<file path="src/rtl/int2flt_pipe_if.sv">
// Valid/ready bus for int2flt_pipe: integer samples in, packed floats out.
// The slave modport is the converter's view; the master modport is the producer/consumer view.
interface int2flt_pipe_if #(
    parameter int MAG_W  = 7,
    parameter int EXP_W  = 4,
    parameter int FRAC_W = 8
);
    logic                    in_valid;
    logic                    in_ready;
    logic [MAG_W:0]          in_data;
    logic                    tc_mode;
    logic                    out_valid;
    logic                    out_ready;
    logic [EXP_W+FRAC_W:0]   out_flt;
    logic                    out_inexact;

    modport master (
        output in_valid, in_data, tc_mode, out_ready,
        input  in_ready, out_valid, out_flt, out_inexact
    );

    modport slave (
        input  in_valid, in_data, tc_mode, out_ready,
        output in_ready, out_valid, out_flt, out_inexact
    );
endinterface

</file>
<file path="src/rtl/int2flt_pipe.sv">
// Three-stage integer-to-float converter (sign/magnitude, leading-one detect, normalise/pack).
// Define INT2FLT_ROUND_EN to round-to-nearest-even in stage 3; otherwise the fraction is truncated.
module int2flt_pipe #(
    parameter int MAG_W  = 7,
    parameter int EXP_W  = 4,
    parameter int FRAC_W = 8
) (
    input  logic          clk,
    input  logic          rst_n,
    int2flt_pipe_if.slave bus
);
    generate
        if ((2 ** EXP_W) - 1 < MAG_W + 1 || MAG_W < 1 || FRAC_W < 1) begin : g_bad_params
            $error("int2flt_pipe: need MAG_W>=1, FRAC_W>=1 and 2^EXP_W-1 >= MAG_W+1");
        end
    endgenerate

    logic                  s1_valid;
    logic                  s1_sign;
    logic [MAG_W:0]        s1_mag;
    logic                  s2_valid;
    logic                  s2_sign;
    logic [MAG_W:0]        s2_mag;
    logic [EXP_W-1:0]      s2_exp;
    logic                  out_valid_q;
    logic [EXP_W+FRAC_W:0] out_flt_q;
    logic                  out_inexact_q;

    logic s1_en;
    logic s2_en;
    logic s3_en;

    // A stage loads when it is empty or its contents move on this cycle.
    assign s3_en = !out_valid_q || bus.out_ready;
    assign s2_en = !s2_valid || s3_en;
    assign s1_en = !s1_valid || s2_en;

    assign bus.in_ready    = s1_en;
    assign bus.out_valid   = out_valid_q;
    assign bus.out_flt     = out_flt_q;
    assign bus.out_inexact = out_inexact_q;

    logic           sign_d;
    logic [MAG_W:0] mag_d;

    // The most negative two's-complement input negates onto itself, which is exactly 2^MAG_W.
    always_comb begin
        sign_d = bus.in_data[MAG_W];
        if (bus.tc_mode) begin
            mag_d = sign_d ? (~bus.in_data + {{MAG_W{1'b0}}, 1'b1}) : bus.in_data;
        end else begin
            mag_d = {1'b0, bus.in_data[MAG_W-1:0]};
        end
    end

    always_ff @(posedge clk) begin
        if (!rst_n) begin
            s1_valid <= 1'b0;
            s1_sign  <= 1'b0;
            s1_mag   <= '0;
        end else if (s1_en) begin
            s1_valid <= bus.in_valid;
            if (bus.in_valid) begin
                s1_sign <= sign_d;
                s1_mag  <= mag_d;
            end
        end
    end

    logic [EXP_W-1:0] lod_exp;

    always_comb begin
        lod_exp = '0;
        for (int i = 0; i <= MAG_W; i++) begin
            if (s1_mag[i]) begin
                lod_exp = EXP_W'(i + 1);
            end
        end
    end

    always_ff @(posedge clk) begin
        if (!rst_n) begin
            s2_valid <= 1'b0;
            s2_sign  <= 1'b0;
            s2_mag   <= '0;
            s2_exp   <= '0;
        end else if (s2_en) begin
            s2_valid <= s1_valid;
            if (s1_valid) begin
                s2_sign <= s1_sign;
                s2_mag  <= s1_mag;
                s2_exp  <= lod_exp;
            end
        end
    end

    logic [EXP_W-1:0]      shamt;
    logic [MAG_W:0]        norm;
    logic [MAG_W+FRAC_W:0] ext;
    logic [FRAC_W-1:0]     frac;
    logic [EXP_W-1:0]      exp_o;
    logic                  inexact;
`ifdef INT2FLT_ROUND_EN
    logic                  round_up;
    logic                  carry;
    logic [FRAC_W-1:0]     frac_r;
`endif

    // ext appends FRAC_W zeros so the fraction slice is well defined even when FRAC_W > MAG_W+1;
    // everything below the fraction (ext[MAG_W:0]) is the discarded part.
    always_comb begin
        shamt   = EXP_W'(MAG_W + 1) - s2_exp;
        norm    = s2_mag << shamt;
        ext     = {norm, {FRAC_W{1'b0}}};
        frac    = ext[MAG_W+FRAC_W -: FRAC_W];
        inexact = |ext[MAG_W:0];
        exp_o   = s2_exp;
`ifdef INT2FLT_ROUND_EN
        round_up        = ext[MAG_W] && ((|ext[MAG_W-1:0]) || frac[0]);
        {carry, frac_r} = {1'b0, frac} + {{FRAC_W{1'b0}}, round_up};
        frac            = frac_r;
        if (carry) begin
            frac[FRAC_W-1] = 1'b1;
            exp_o          = s2_exp + EXP_W'(1);
        end
`endif
    end

    always_ff @(posedge clk) begin
        if (!rst_n) begin
            out_valid_q   <= 1'b0;
            out_flt_q     <= '0;
            out_inexact_q <= 1'b0;
        end else if (s3_en) begin
            out_valid_q <= s2_valid;
            if (s2_valid) begin
                out_flt_q     <= {s2_sign, exp_o, frac};
                out_inexact_q <= inexact;
            end
        end
    end
endmodule

</file>
<file path="src/flat_wrapper.sv">
// flat-port wrapper written by rule: the top's interface ports become plain ports
module int2flt_pipe_flat 
#(
    parameter int MAG_W  = 7,
    parameter int EXP_W  = 4,
    parameter int FRAC_W = 8
)
  (clk, rst_n, bus_in_valid, bus_in_data, bus_tc_mode, bus_out_ready, bus_in_ready, bus_out_valid, bus_out_flt, bus_out_inexact);
  int2flt_pipe_if #(.MAG_W(MAG_W), .EXP_W(EXP_W), .FRAC_W(FRAC_W)) bus_i ();
  input  logic clk;
  input  logic rst_n;
  input wire logic [$bits(bus_i.in_valid)-1:0] bus_in_valid;
  input wire logic [$bits(bus_i.in_data)-1:0] bus_in_data;
  input wire logic [$bits(bus_i.tc_mode)-1:0] bus_tc_mode;
  input wire logic [$bits(bus_i.out_ready)-1:0] bus_out_ready;
  output wire logic [$bits(bus_i.in_ready)-1:0] bus_in_ready;
  output wire logic [$bits(bus_i.out_valid)-1:0] bus_out_valid;
  output wire logic [$bits(bus_i.out_flt)-1:0] bus_out_flt;
  output wire logic [$bits(bus_i.out_inexact)-1:0] bus_out_inexact;
  assign bus_i.in_valid = bus_in_valid;
  assign bus_i.in_data = bus_in_data;
  assign bus_i.tc_mode = bus_tc_mode;
  assign bus_i.out_ready = bus_out_ready;
  assign bus_in_ready = bus_i.in_ready;
  assign bus_out_valid = bus_i.out_valid;
  assign bus_out_flt = bus_i.out_flt;
  assign bus_out_inexact = bus_i.out_inexact;
  int2flt_pipe #(.MAG_W(MAG_W), .EXP_W(EXP_W), .FRAC_W(FRAC_W)) u_core (.clk(clk), .rst_n(rst_n), .bus(bus_i));
endmodule
</file>
<file path="config.mk">
export PLATFORM = sky130hd
export DESIGN_NAME = int2flt_pipe_flat
export DESIGN_NICKNAME = d
export VERILOG_FILES = /design/src/rtl/int2flt_pipe_if.sv /design/src/rtl/int2flt_pipe.sv /design/src/flat_wrapper.sv
export SDC_FILE = /design/constraint.sdc
export NUM_CORES = 1
export LEC_CHECK = 0
export ABC_AREA = 1
export BUFFER_PORTS_ARGS = -buffer_cell sky130_fd_sc_hd__buf_2
export CAP_MARGIN = 10
export CORE_MARGIN = 4
export CORE_UTILIZATION = 40
export DETAILED_ROUTE_END_ITERATION = 6
export PLACE_DENSITY = 0.72
export SETUP_SLACK_MARGIN = 0.1
export SLEW_MARGIN = 25
export SYNTH_ARGS = -nofsm -noshare
export SYNTH_HDL_FRONTEND = slang
export SYNTH_SLANG_ARGS = --single-unit
</file>
<file path="constraint.sdc">
create_clock -name clk -period 1.6 [get_ports clk]
set_input_delay 0.16 -clock clk [delete_from_list [all_inputs] [get_ports clk]]
set_output_delay 0.16 -clock clk [all_outputs]
set_load 0.05 [all_outputs]
</file>
# Word level (Yosys, flattened, before mapping)
# Cells that the tools add are included.
# Widths: inputs -> output; s select.
op_classes:
  n_shift: 1
  div_mod_pow: 0
  n_addsub: 2
  bitwise: 1
  eq_ne: 0
  mux: 10
  n_mul: 0
  n_lt_le_gt_ge: 0
  n_reduce_logical: 9
ops:
  columns: ["cell", "n"]
  rows:
  - ["$mux 8", 2]
  - ["$mux 3", 4]
  - ["$add 8x1->8 const B", 1]
  - ["$not 8->8", 1]
  - ["$shl 8x4->8", 1]
  - ["$reduce_and 2->1", 3]
  - ["$mux 2", 2]
  - ["$mux 4", 1]
  - ["$sub 4x4->4 const A", 1]
  - ["$logic_not 1->1", 3]
  - ["$logic_or 1x1->1", 3]
  - ["$mux 1", 1]
word_totals:
  input_bits: 13
  output_inout_bits: 16
  mem_count: 0
  romBits: 0
  reg_bits: 38
  latch_bits: 0
  word_cells: 32
  mem_bits_rw: 0

# Longest topological paths before layout
# Gate-level depths: netlist (run 1).
logic_depth:
  depth_word: 8
  ltp_mapped: 11
  depth_no_buf: 9

# Least setup slack after synthesis (run 1)
# No wires, ideal clock.
synth_timing:
  kind: "reg2reg"
  start: "register u_core.out_valid_q (netlist: u_core.bus.out_valid)"
  end: "register u_core.s1_mag[5]"
  setup_slack_ns: -0.200
  n_path_buf: 1
  arrival_ns: 1.685
  stages_incl_launch_ff: 7
  period_less_slack_ns: 1.800
  setup_ns: 0.115
  cell_sequence: "dfxtp_1 > nand4_2 > nand2_1 > buf_4 > a21oi_1 > o21ai_0 > inv_1"
synth_via:
  elab_chain_len: 5
synth_lines:
  columns: ["item", "line_no", "text"]
  rows:
  - ["from (decl)", "int2flt_pipe.sv:25", "logic out_valid_q;"]
  - ["from (signal assigned)", "int2flt_pipe.sv:135", "out_valid_q <= s2_valid;"]
  - ["$logic_not 1->1", "int2flt_pipe.sv:34", "assign s3_en = !out_valid_q || bus.out_ready;"]
  - ["$logic_or 1x1->1", "int2flt_pipe.sv:34", null]
  - ["$logic_or 1x1->1", "int2flt_pipe.sv:35", "assign s2_en = !s2_valid || s3_en;"]
  - ["$logic_or 1x1->1", "int2flt_pipe.sv:36", "assign s1_en = !s1_valid || s2_en;"]
  - ["net bus_in_ready", "flat_wrapper.sv:16", "output wire logic [$bits(bus_i.in_ready)-1:0] bus_in_ready;"]
  - ["$reduce_and 2->1 (no line)", null, null]
  - ["to (signal assigned)", "int2flt_pipe.sv:65", "s1_mag <= mag_d;"]
  - ["to (decl)", "int2flt_pipe.sv:20", "logic [MAG_W:0] s1_mag;"]
# The timed path passes the listed nets, and every way through them passes these cells.
# A chain may end at the register's enable or synchronous reset.

# Worst setup path after layout (run 1)
layout_timing:
  start: "register u_core.s2_exp[0] (netlist: u_core.exp_o[0])"
  end: "register u_core.out_flt_q[7] (netlist: u_core.bus.out_flt[7])"
layout_via:
  elab_chain_len: 2
layout_lines:
  columns: ["item", "line_no", "text"]
  rows:
  - ["from (decl)", "int2flt_pipe.sv:24", "logic [EXP_W-1:0] s2_exp;"]
  - ["from (signal assigned)", "int2flt_pipe.sv:92", "s2_exp <= lod_exp;"]
  - ["$sub 4x4->4", "int2flt_pipe.sv:112", "shamt = EXP_W'(MAG_W + 1) - s2_exp;"]
  - ["$shl 8x4->8", "int2flt_pipe.sv:113", "norm = s2_mag << shamt;"]
  - ["to (signal assigned)", "int2flt_pipe.sv:137", "out_flt_q <= {s2_sign, exp_o, frac};"]
  - ["to (decl)", "int2flt_pipe.sv:26", "logic [EXP_W+FRAC_W:0] out_flt_q;"]
# No other way between the ends.

==> impl_results.md, run 1 <==
- Placed insts: 334
- GP Congestion: 0.8571
- LEAKAGE: 0.001014 uW
- Synthesized cell area: 1908 um^2
- Area contributors post-synth: dfxtp_1, nand2_1, a21oi_1
- NetSw: 638.2 uW
- Slowest-stage cell, CP: dfxtp_2
- Area grow syn2layout: 14.69%
- Total power per unit cell area: 1014 nW/um^2
- Initial Util: 42.65%
- Layout Utilization: 48.91%
- Synth Area in Compound Gates: 16.79%
- Clock latency on the worst-skew pair: 0.29 ns
- Cell Int Power: 1581 uW
- TritonRoute pass-1 iters: 4
- CTS Buffer Depth: 2
- Avg Cell Area, Syn: 7.255 um^2
- Yosys reg bits: 37
- Status: completed
- Crit Path Class: reg -> reg
- WL final: 3.748 mm
- Final ANT Viol Nets: 0
- IO Count: 29
- Fin Hold WS: 0.1794 ns
- # H-tree levels: 2
- Routed WL per cell: 10.93 um
- CTS root buffer: clkbuf_8
- Fin nets: 305
- Synthesized-area fraction occupied by xor and xnor cells: 1.770%
- Min Tclk post-route: 1.409 ns
- Ys async rst share: 0%
- Crit path arrival time: 1.55 ns
- FMAX: 709.8 MHz
- Pin count of the biggest net entering global routing: 22
- Clock power frac: 36.2%
- Mux share of post-synthesis cell area: 0%
- Simple-Gate Fraction of Synth Area: 29.77%
- Most frequent cells in the layout: nand2_1, dfxtp_1, a21oi_1
- Critical path peak fanout: 12
- RSZ-0062 raised after global routing: false
- Final Setup Violations: 0
- Logic gate share of total power: 18.6%
- Peak per-stage delay on the critical path: 0.37 ns
- Synth Area in Adders: 1.311%
- Sw frac: 28.76%
- Critical path data required time: 1.74 ns
- Post-CTS Hold Buffers: 0
- Synth top area share: 38.82%
- Vias in the first global route: 1535
- Die Area: 5939 um^2
- Max-slew violation count: 0
- Hold WC Path Type: in -> reg
- DRC Markers: 0
- Setup TNS: 0 ns
- Cells after synthesis: 263
- Max-slew headroom: 51.70%
- Reg2reg end: u_core.bus.out_flt[7]
- Share of layout cells above drive strength 1: 22.34%
- Hpwl dp: 2.839 mm
- Total gr overflow: 0
- Hold Path Depth: 3
- Yosys warning count: 0
- Ant. Diodes: 0
- Hold Startpoint: bus_in_data[0]
- Worst-path cell chain: inv_6 > ha_4 > buf_4 > nand3_1 > nand3_1 > nand2_1 > nand2_1 > a21oi_2
- Tightest Pin Transition: 0.7237 ns
- Largest family of logic cells by synthesized area: simple AND/OR/NAND/NOR gates
- Most common cell after layout, fill and taps aside: nand2_1
- DR vias: 1696
- Sequential-to-total area share from yosys stat: 38.82%
- Post-synth cell types: 32
- Final WS setup: 0.1911 ns
- Max cap viols: 0
- # port buffers: 27
- DP Worst Slack: 0.2204 ns
- Startpoint types: flip-flop
- FILL cells: 455
- CTS tree: yes
- DIE HEIGHT: 77.07 um
- Hold Path End: u_core.s1_mag[0]
- DIE WIDTH: 77.07 um
- Area leader, netlist: dfxtp_1
- R2R depth: 8
- Number of vias per cell: 4.945
- Period utilisation layout: 88.05%
- Clk pin slew, worst setup/hold paths: 0.08 ns
- Total Routing Usage GR: 13.43%
- Rows: 24
- Core ar.: 4474 um^2
- Final hold violation count: 0
- Clock skew: 0.009150 ns
- TritonCTS Sinks: 37
- Final cell count without fillers: 343
- Flop2flop setup slack: 0.19 ns
- Post-synth EDFFs: 0
- VDD IR-drop max: 430.6 uV
- Syn Nets: 278
- Initial DRC count: 61
- First-pass GRT wire length: 6.506 mm
- Critical Path End Type: flip-flop
- Sequential fraction of design power: 45.2%
- Antenna violations before repair: 0
- Ys flop type: dfxtp_1
- R2r startpoint: u_core.exp_o[0]
- Number of buffers created by CTS: 5
synthesized netlist by cell type, types with 3 or more instances:
library cell / count
a21oi_1: 32
a21oi_2: 4
buf_4: 3
dfxtp_1: 37
inv_1: 26
nand2_1: 62
nand2_4: 3
nand3_1: 23
nand3_2: 3
nand4_1: 3
nor2_1: 20
o21ai_0: 20
cells by family after synthesis:
logic type,Yosys count
simple gates,121
buf+inv,39
other cells,1
compound gates,60
fa+ha+maj,2
flops,37
xor+xnor,3
worst max-delay path, delay by kind of cell, from the launching register on:
family | cells | cell delay, ns
fa+ha+maj | 1 | 0.33
flops | 1 | 0.37
simple gates | 4 | 0.29
buf+inv | 2 | 0.24
compound gates | 1 | 0.05
power by group through the flow:
stage / clock network [uW] / registers (uW) / logic [uW]
4_1_cts: 834 / 1000 / 408
5_1_grt: 889 / 1010 / 466
3_5_place_dp: 0 / 1020 / 406
2_1_floorplan: 0 / 1050 / 311
6_report: 803 / 1000 / 413
3_3_place_gp: 0 / 1020 / 401
state kept, by name, summed over array words and instances (netlist names):
signal / flops
u_core.s1_mag: 8
u_core.s1_sign: 1
u_core.s2_valid: 1
u_core.bus.out_valid: 1
u_core.s2_mag: 7
u_core.exp_o: 4
u_core.s2_sign: 1
u_core.s1_valid: 1
u_core.bus.out_flt: 13
per-stage QoR:
step | power [uW] | area, um^2
finish | 2219 | 2188
global route | 2364 | 2188
CTS | 2245 | 2172
detailed placement | 1430 | 2059
global placement | 1423 | 2059
floorplan | 1363 | 1947
per-layer routing:
metal	wire length, um	up-vias	global-route usage [%]
li1	-	912	-
met1	1745	752	14.90
met2	1794	30	23.17
met3	173	2	4.333
met4	35	0	6.406
met5	0	-	0
area by class of cell:
cell class                      count  area, um^2  share of cell area (%)
Inverter                           28       115.1                   5.260
Timing Repair Buffer               31       165.2                   7.547
Clock inverter                      3       43.79                   2.001
Tap cell                           52       65.06                   2.973
Multi-Input combinational cell    187       987.2                   45.11
Clock buffer                        5       68.82                   3.145
Sequential cell                    37       743.2                   33.96
worst max-delay path by stage:
stage / startpoint / endpoint / slack, ns / depth (start not counted)
2_1_floorplan: u_core.exp_o[0] / u_core.bus.out_flt[6] / 0.17 / 11
3_3_place_gp: u_core.exp_o[0] / u_core.bus.out_flt[4] / 0.26 / 7
3_5_place_dp: u_core.exp_o[0] / u_core.bus.out_flt[3] / 0.22 / 8
4_1_cts: u_core.exp_o[0] / u_core.bus.out_flt[3] / 0.21 / 8
5_1_grt: u_core.exp_o[1] / u_core.bus.out_flt[7] / 0.12 / 8
6_report: u_core.exp_o[0] / u_core.bus.out_flt[7] / 0.19 / 8
repair_timing:
| action | CTS | global route |
|---|---|---|
| endpoints found under the setup margin | 0 | 3 |
| gates resized for setup | 0 | 6 |
| buffers inserted | 0 | 1 |
No activity file was read; power rests on OpenSTA's default activity.
==> inputs of run 2 (changes only) <==
CORE_UTILIZATION = 34   (was 40)
PLACE_DENSITY = 0.64   (was 0.72)
==> impl_results.md, run 2 (synthesized netlist as in run 1, its figures left out) <==
- Status: completed (unchanged)
- Initial DRC count: 73 (was 61)
- Clk pin slew, worst setup/hold paths: 0.08 ns (about the same)
- Max-slew headroom: 51.94% (was 51.70%)
- Hpwl dp: 2.950 mm (was 2.839 mm)
- Critical Path End Type: flip-flop (unchanged)
- Final hold violation count: 0 (unchanged)
- CTS root buffer: clkbuf_8 (unchanged)
- FILL cells: 591 (was 455)
- Post-cts gate resize count: 0 (unchanged)
- Min Tclk post-route: 1.380 ns (was 1.409 ns)
- Pin count of the biggest net entering global routing: 22 (unchanged)
- Post-CTS Setup Inserts: 0 (unchanged)
- TritonRoute pass-1 iters: 4 (unchanged)
- Placed insts: 354 (was 334)
- Vias in the first global route: 1580 (was 1535)
- TritonCTS Sinks: 37 (unchanged)
- Critical path peak fanout: 9 (was 12)
- Max FFs per register: 13 (unchanged)
- Ant. Diodes: 0 (unchanged)
- DP Worst Slack: 0.1848 ns (was 0.2204 ns)
- Post-CTS Hold Buffers: 0 (unchanged)
- Area grow syn2layout: 15.93% (was 14.69%)
- Final WS setup: 0.2205 ns (was 0.1911 ns)
- Most frequent cells in the layout: nand2_1, dfxtp_1, a21oi_1 (unchanged)
- Fin nets: 304 (was 305)
- WL final: 3.863 mm (was 3.748 mm)
- CTS Buffer Depth: 2 (unchanged)
- Total gr overflow: 0 (unchanged)
- Met3 usage: 3.373% (was 4.333%)
- RSZ-0062 raised after global routing: true (was false)
- Share of layout cells above drive strength 1: 21.38% (was 22.34%)
- IO Count: 29 (unchanged)
- Number of vias per cell: 4.605 (was 4.945)
- Hold WC Path Type: in -> reg (unchanged)
- Core ar.: 5473 um^2 (was 4474 um^2)
- DRC Markers: 0 (unchanged)
- Antenna violations before repair: 0 (unchanged)
- Period utilisation layout: 86.22% (was 88.05%)
- Initial Util: 34.87% (was 42.65%)
- GP Congestion: 0.8199 (was 0.8571)
- Number of buffers created by CTS: 5 (unchanged)
- Final Setup Violations: 0 (unchanged)
- Die Area: 6875 um^2 (was 5939 um^2)
- Max-slew violation count: 0 (unchanged)
- Most common cell after layout, fill and taps aside: nand2_1 (unchanged)
- Startpoint types: flip-flop (unchanged)
- CTS tree: yes (unchanged)
- # H-tree levels: 2 (unchanged)
- Area of the multi-input gates: 991.0 um^2 (was 987.2 um^2)
- Final ANT Viol Nets: 0 (unchanged)
- Critical path data required time: 1.81 ns (was 1.74 ns)
- First-pass GRT wire length: 6.982 mm (was 6.506 mm)
- Clock skew: 0.006705 ns (was 0.009150 ns)
- DIE HEIGHT: 82.92 um (was 77.07 um)
- Rows: 27 (was 24)
- LEAKAGE: 0.001006 uW (was 0.001014 uW)
- GR peak layer: met2 (unchanged)
- Met1 usage: 14.44% (was 14.90%)
- Routed WL per cell: 10.67 um (was 10.93 um)
- Max cap viols: 0 (unchanged)
- Grt met2 use: 20.34% (was 23.17%)
- Total power per unit cell area: 1008 nW/um^2 (was 1014 nW/um^2)
- DR vias: 1667 (was 1696)
- Sequential Area: 743.2 um^2 (unchanged)
- DIE WIDTH: 82.92 um (was 77.07 um)
- Crit Path Class: reg -> reg (unchanged)
- Clock latency on the worst-skew pair: 0.29 ns (about the same)
- Crit path arrival time: 1.59 ns (was 1.55 ns)
- Tightest Pin Transition: 0.7201 ns (was 0.7237 ns)
- VDD IR-drop max: 489.8 uV (was 430.6 uV)
- FMAX: 724.9 MHz (was 709.8 MHz)
- Total Routing Usage GR: 11.95% (was 13.43%)
- Final cell count without fillers: 362 (was 343)
- # port buffers: 27 (unchanged)
- Setup TNS: 0 ns (unchanged)
-- run 2: metrics by stage --
step | util, % | hold slack (ns) | total power [uW] | area, um^2
after detailed placement | 38.09 | 0.4532 | 1432 | 2085
after floorplan | - | 0.2984 | 1363 | 1947
after CTS | 40.19 | 0.1622 | 2263 | 2200
after global routing | 40.42 | 0.2099 | 2378 | 2212
after global placement | 38.09 | 0.4506 | 1428 | 2085
final | 40.42 | 0.1736 | 2230 | 2212
-- run 2: area by class of cell --
cell class                      instances  area share, %
Inverter                               28          5.204
Clock inverter                          3          2.093
Sequential cell                        37          33.60
Multi-Input combinational cell        187          44.80
Clock buffer                            5          3.111
Timing Repair Buffer                   30          7.127
Tap cell                               72          4.072
-- run 2: per-layer routing --
layer,wire (um),vias up
met5,0,-
met4,31,0
met3,149,4
met2,1839,27
met1,1843,729
li1,-,907
-- run 2: where the power goes --
part	internal, uW	total, uW	leakage, uW	switching, uW
clock network	466	817	0.0000543	350
registers	968	1000	0.000304	35.6
logic	145	410	0.000648	265
total	1580	2230	0.00101	650
-- run 2: critical path, stage by stage, from the launching register on --
cell and delay (ns):
dfxtp_1 0.35, inv_1 0.11, ha_4 0.36, inv_6 0.06, nand3_2 0.08, nand2_1 0.05, nor2_1 0.09, nand3_1 0.08
a21oi_1 0.12
-- run 2: path summary, 6_finish.rpt --
check                           cells after the start  slack (ns)                     to                   from
worst max-delay path                                8        0.22  u_core.bus.out_flt[2]        u_core.exp_o[1]
worst min register to register                      2        0.46  u_core.bus.out_flt[3]  u_core.bus.out_flt[3]
worst min-delay path                                3        0.17       u_core.s1_mag[0]         bus_in_data[0]
worst max register to register                      8        0.22  u_core.bus.out_flt[2]        u_core.exp_o[1]
